--- src/rtl/shift_rotate.sv ---
// Registered 8-bit shift/rotate unit with result/flag select mux; optional carry rotates under SHIFT_ROTATE_CARRY_EN.
// Latency: one cycle (combinational shifter + mux, then one register stage).
// Backpressure: none; a new operation is accepted every cycle.

// Generic 2:1 selector, purely combinational.
module mux2 #(
  parameter int WIDTH = 8
) (
  input  logic [WIDTH-1:0] d0,
  input  logic [WIDTH-1:0] d1,
  input  logic             s,
  output logic [WIDTH-1:0] y
);

  // Pick d1 when s is high, otherwise d0.
  always_comb begin
    y = s ? d1 : d0;
  end

endmodule

module shift_rotate #(
  parameter int WIDTH = 8,
  parameter int AMT_W = 4
) (
  input  logic             clk,
  input  logic             reset,
  input  logic [WIDTH-1:0] src_a,
  input  logic [WIDTH-1:0] src_b,
  input  logic [2:0]       control,
  input  logic             sel,
  input  logic [WIDTH-1:0] main_res,
  input  logic [3:0]       main_flags,
  output logic [WIDTH-1:0] alu_result,
  output logic [3:0]       alu_flags
);

  localparam logic [2:0] OP_LSL  = 3'b000;
  localparam logic [2:0] OP_LSR  = 3'b001;
  localparam logic [2:0] OP_ASR  = 3'b010;
  localparam logic [2:0] OP_ROR  = 3'b011;
  localparam logic [2:0] OP_ROL  = 3'b100;
  localparam logic [2:0] OP_SWAP = 3'b101;
  localparam logic [2:0] OP_RCR  = 3'b110;
  localparam logic [2:0] OP_RCL  = 3'b111;

  localparam logic [AMT_W-1:0] AMT_WIDTH = AMT_W'(WIDTH);
  localparam logic [AMT_W-1:0] ROT_MASK  = AMT_W'(WIDTH - 1);

  // Registered state.
  logic [WIDTH-1:0] alu_result_q, alu_result_d;
  logic [3:0]       alu_flags_q,  alu_flags_d;
  logic             c_q,          c_d;

  // Shift amount; the upper src_b bits carry no meaning for this unit.
  logic [AMT_W-1:0] amt;
  logic [AMT_W-1:0] rot_amt;
  logic             unused_b;

  assign amt      = src_b[AMT_W-1:0];
  assign rot_amt  = amt & ROT_MASK;
  assign unused_b = ^src_b[WIDTH-1:AMT_W];

  // Each shift is done one bit wider so the carry-out falls out of the same operation.
  logic [WIDTH:0]   lsl_ext;
  logic [WIDTH:0]   lsr_ext;
  logic [WIDTH:0]   asr_ext;
  logic [WIDTH-1:0] ror_res;
  logic [WIDTH-1:0] rol_res;

  // Plain shifts and rotates, all evaluated in parallel.
  always_comb begin
    lsl_ext = {1'b0, src_a} << amt;
    lsr_ext = {src_a, 1'b0} >> amt;
    asr_ext = $signed({src_a, 1'b0}) >>> amt;
    ror_res = (src_a >> rot_amt) | (src_a << (AMT_WIDTH - rot_amt));
    rol_res = (src_a << rot_amt) | (src_a >> (AMT_WIDTH - rot_amt));
  end

`ifdef SHIFT_ROTATE_CARRY_EN
  // Carry rotates operate on the 9-bit value {C, A}; amount is taken mod 9.
  localparam logic [AMT_W-1:0] RC_LEN = AMT_W'(WIDTH + 1);

  logic [AMT_W-1:0] rc_amt;
  logic [WIDTH:0]   rc_in;
  logic [WIDTH:0]   rcr_ext;
  logic [WIDTH:0]   rcl_ext;

  // 9-bit rotate right/left; a zero amount leaves {C, A} untouched.
  always_comb begin
    rc_amt  = (amt >= RC_LEN) ? (amt - RC_LEN) : amt;
    rc_in   = {c_q, src_a};
    rcr_ext = (rc_in >> rc_amt) | (rc_in << (RC_LEN - rc_amt));
    rcl_ext = (rc_in << rc_amt) | (rc_in >> (RC_LEN - rc_amt));
  end
`endif

  logic [WIDTH-1:0] sh_res;
  logic             sh_cf;
  logic             sh_zf;
  logic             sh_sf;
  logic             sh_of;
  logic             of_en;
  logic             amt_zero;

  // Operation select; a zero amount on any shift/rotate preserves A and the carry.
  always_comb begin
    sh_res   = src_a;
    sh_cf    = c_q;
    of_en    = 1'b1;
    amt_zero = (amt == '0);
    case (control)
      OP_LSL: begin
        sh_res = lsl_ext[WIDTH-1:0];
        sh_cf  = lsl_ext[WIDTH];
      end
      OP_LSR: begin
        sh_res = lsr_ext[WIDTH:1];
        sh_cf  = lsr_ext[0];
      end
      OP_ASR: begin
        sh_res = asr_ext[WIDTH:1];
        sh_cf  = asr_ext[0];
      end
      OP_ROR: begin
        sh_res = ror_res;
        sh_cf  = ror_res[WIDTH-1];
      end
      OP_ROL: begin
        sh_res = rol_res;
        sh_cf  = rol_res[0];
      end
      OP_SWAP: begin
        sh_res = {src_a[WIDTH/2-1:0], src_a[WIDTH-1:WIDTH/2]};
        sh_cf  = c_q;
        of_en  = 1'b0;
      end
`ifdef SHIFT_ROTATE_CARRY_EN
      OP_RCR: begin
        sh_res = rcr_ext[WIDTH-1:0];
        sh_cf  = rcr_ext[WIDTH];
      end
      OP_RCL: begin
        sh_res = rcl_ext[WIDTH-1:0];
        sh_cf  = rcl_ext[WIDTH];
      end
`else
      OP_RCR, OP_RCL: begin
        // Carry rotates not built: pass A through and keep the carry.
        sh_res = src_a;
        sh_cf  = c_q;
        of_en  = 1'b0;
      end
`endif
      default: begin
        sh_res = src_a;
        sh_cf  = c_q;
        of_en  = 1'b0;
      end
    endcase

    // SWAP ignores the amount; the carry rotates already handle a zero amount.
    if (amt_zero && (control <= OP_ROL)) begin
      sh_res = src_a;
      sh_cf  = c_q;
    end

    sh_zf = (sh_res == '0);
    sh_sf = sh_res[WIDTH-1];
    sh_of = of_en & (src_a[WIDTH-1] ^ sh_res[WIDTH-1]);
  end

  // Result and flag selection between main ALU and shifter.
  mux2 #(.WIDTH(WIDTH)) u_res_mux (
    .d0 (main_res),
    .d1 (sh_res),
    .s  (sel),
    .y  (alu_result_d)
  );

  mux2 #(.WIDTH(4)) u_flag_mux (
    .d0 (main_flags),
    .d1 ({sh_cf, sh_zf, sh_sf, sh_of}),
    .s  (sel),
    .y  (alu_flags_d)
  );

  // Carry register follows the shifter only when the shifter path is selected.
  always_comb begin
    c_d = sel ? sh_cf : c_q;
  end

  // Output and carry registers with synchronous reset.
  always_ff @(posedge clk) begin
    if (reset) begin
      alu_result_q <= '0;
      alu_flags_q  <= '0;
      c_q          <= 1'b0;
    end else begin
      alu_result_q <= alu_result_d;
      alu_flags_q  <= alu_flags_d;
      c_q          <= c_d;
    end
  end

  assign alu_result = alu_result_q;
  assign alu_flags  = alu_flags_q;

endmodule

--- config.mk ---
export PLATFORM = sky130hd
export DESIGN_NAME = shift_rotate
export DESIGN_NICKNAME = d
export VERILOG_FILES = /design/src/rtl/shift_rotate.sv
export SDC_FILE = /design/constraint.sdc
export NUM_CORES = 1
export LEC_CHECK = 0
export CAP_MARGIN = 5
export CORE_MARGIN = 4
export CORE_UTILIZATION = 35
export CTS_CLUSTER_SIZE = 12
export DETAILED_ROUTE_END_ITERATION = 8
export MAX_ROUTING_LAYER = met4
export PLACE_DENSITY_LB_ADDON = 0.05
export SYNTH_ARGS = -nofsm -noshare
export SYNTH_HDL_FRONTEND = slang
export SYNTH_SLANG_ARGS = --single-unit
--- constraint.sdc ---
create_clock -name clk -period 2.8 [get_ports clk]
set_input_delay 0.28 -clock clk [delete_from_list [all_inputs] [get_ports clk]]
set_output_delay 0.28 -clock clk [all_outputs]
set_load 0.01 [all_outputs]
==> reports/results.ini <==
[logic_synthesis]
synth-seq-cells=13
syn_area_sq_mm=0.00231
post-synth-top-area-cell=mux2i_1
yosys.area_share.simple_pct=28.4
synth_edf_count=0
synthMuxAreaShare_pct=20.4
synth_adder_area_share_pct=0.541
synth_top_area_share_pct=12.6
synth_top_flop_cell=dfxtp_1
ys_types=57
synth-compound-area-share_pct=29.1
synth_area_leaders=mux2i_1 13%, dfxtp_1 11%, nand2_1 5.8%, a21oi_1 5.6%, nor2_1 5.0%
synthCells=331
avgSynthCellArea_sq_um=6.98
syn_nets=366
synth_async_sr_flop_share_pct=0
yosysWarningCount=0
ys_seq_area_share_pct=11.3
synthXorXnorAreaFrac_pct=1.08
synth_top_family_by_area=compound AO/OA/AOI/OAI gates

[layout]
final_common_cell=buf_4
drive_gt1_share_pct=30.0
fin_nets=470
fin_util_pct=54.5
area_growth_pct=50.6
final_cell_mix=91 x buf_4, 41 x clkdlybuf4s50_1, 36 x nand2_1
final_cells=511
num_antenna_cells=0

[worst_setup_path]
timing.rr.end=alu_flags[3]$_SDFF_PP0_
ff2ff_path_depth=5
crit_end=alu_flags[2]$_SDFF_PP0_
rrSetupSlack_ns=1.78
startpoint=src_b[0]
r2r_start=c_q$_SDFFE_PP0P_
required_ns=2.99
worstSetupEndpointType=register
worstPathArrival_ns=2.92
path_max_fanout=4
startpoint_type=input pin
crit_type=in2reg

[clock_network]
clkSinkCount=13
cts_root_buf=clkbuf_8
h-tree-depth=1
cts_buffers=3
clock_latency_ns=0.24
cts_tree=yes
cts.clk_slew.worst_paths_ns=0.05
cts.path.max_buffers=2

[floorplan]
initial_core_util_pct=36.2
num_rows=29
ios=46
design.core.area_sq_mm=0.00639
fp.dieW_um=89.3
die-area_sq_mm=0.00797
die_h_um=89.3

[pwr]
pwr_density_cell_mw_per_mm2=285
power_leakage_nw=1.46
vdd_drop_max_uv=239
p_total_uw=992

[drt]
wl_mm=9.57
drt-pass1-iter-count=5
ant_nets=0
post_drt_wl_per_cell_um=18.7
routed_via_density=5.92
drt_first_iter_violations=254
drc_errors=0
vias=3026

[sta]
worst_slew_pin_slew_ns=0.548
hold_viol=0
fin_crit_sh_pct=97.7
fin_tns_setup_ns=0
finalClockSkew_ns=0.0000452
min_period_ns=2.73
rsz0062_at_grt=true
relSlewSlack_pct=63.3
finalMaxSlewViolations=0
fmax_mhz=366
fin_ws_ns=0.0654
finalSetupViolCount=0

[placement]
place_inst=506
post-place-ws_ns=-0.288
routabilityCongestion=1.06
port_buffers=41
dpl.hpwl_mm=7.63

[hold_path]
min_path_type=reg2reg

[global_routing]
grt_pass1_vias=2967
overflow=0
antenna_found_initial=0
grt_pass1_wl_mm=15.0
grt_max_degree=22
track_usage_pct=25.1

[status]
outcome=finished clean

[run]
max_cap_violations=0

## final cells by class
class,count,area [sq um]
Inverter,9,33.8
Timing Repair Buffer,135,1140
Sequential cell,13,260
Fill cell,648,2910
Multi-Input combinational cell,273,1910
Tap cell,77,96.3
Clock buffer,4,45.0
## metal layers
layer / track usage (%) / routed length [um] / share of wire (%)
met5: - / 0 / 0
met4: 11.2 / 437 / 4.6
met3: 3.96 / 827 / 8.6
met2: 40.9 / 4400 / 46
met1: 30.2 / 3900 / 41
## sequential cells by signal (all words and copies together), names as in the netlist
register,count
alu_result,8
alu_flags,4
c_q,1
## cells in the mapped netlist, types with 4 or more instances
cell type and count:
nor2b_1 9, nor3_1 10, a21oi_1 26, buf_2 13
or3_1 4, o22ai_1 10, buf_4 4, mux4_2 5
nor2_1 31, clkbuf_1 17, nand3_1 8, o21ai_0 12
nand2b_1 11, nand2_1 36, a22o_1 7, a31oi_1 6
a211oi_1 8, mux2_2 6, dfxtp_1 13, mux2i_1 29
inv_1 9
## worst max-delay path, cell delays in order
cell and delay, ns:
clkdlybuf4s50_1 0.51, inv_2 0.06, ha_4 0.31, mux2i_2 0.26, mux2i_2 0.12, mux2i_2 0.25, a211oi_2 0.12, or4_4 0.56
o21a_1 0.14, nor3_2 0.16, a31o_1 0.15
## cell families (layout without fill, tap and decap cells)
family / after synthesis / count (layout)
compound gates: 100 / 100
xor+xnor: 2 / 2
fa+ha+maj: 1 / 1
buf+inv: 45 / 148
flops: 13 / 13
mux: 40 / 40
simple gates: 130 / 130
## how the worst min path moves through the flow
stage          cells past startpoint        startpoint                        to  slack [ns]
2_1_floorplan                      2       main_res[3]  alu_result[3]$_SDFF_PP0_        0.42
3_3_place_gp                       2  c_q$_SDFFE_PP0P_          c_q$_SDFFE_PP0P_        0.48
3_5_place_dp                       2  c_q$_SDFFE_PP0P_          c_q$_SDFFE_PP0P_        0.50
4_1_cts                            2  c_q$_SDFFE_PP0P_          c_q$_SDFFE_PP0P_        0.51
5_1_grt                            2  c_q$_SDFFE_PP0P_          c_q$_SDFFE_PP0P_        0.55
6_report                           2  c_q$_SDFFE_PP0P_          c_q$_SDFFE_PP0P_        0.50
## per-stage QoR
step	area (sq um)	hold slack, ns
floorplan	2310	0.424
global placement	3350	0.480
detailed placement	3350	0.496
CTS	3420	0.508
global route	3480	0.545
finish	3480	0.503
## what timing repair did
action | 4_1_cts | 5_1_grt
setup endpoints to repair | 2 | 4
hold buffers | 0 | 0
resized for setup | 3 | 14
cloned | 0 | 0
setup buffers | 1 | 0
pin swaps | 0 | 4
## report_power, final
group / internal (mW) / switching [mW]
clock network: 0.100 / 0.0644
logic: 0.317 / 0.306
registers: 0.201 / 0.00403
total: 0.618 / 0.374
Power figures use the tool's default switching activity.
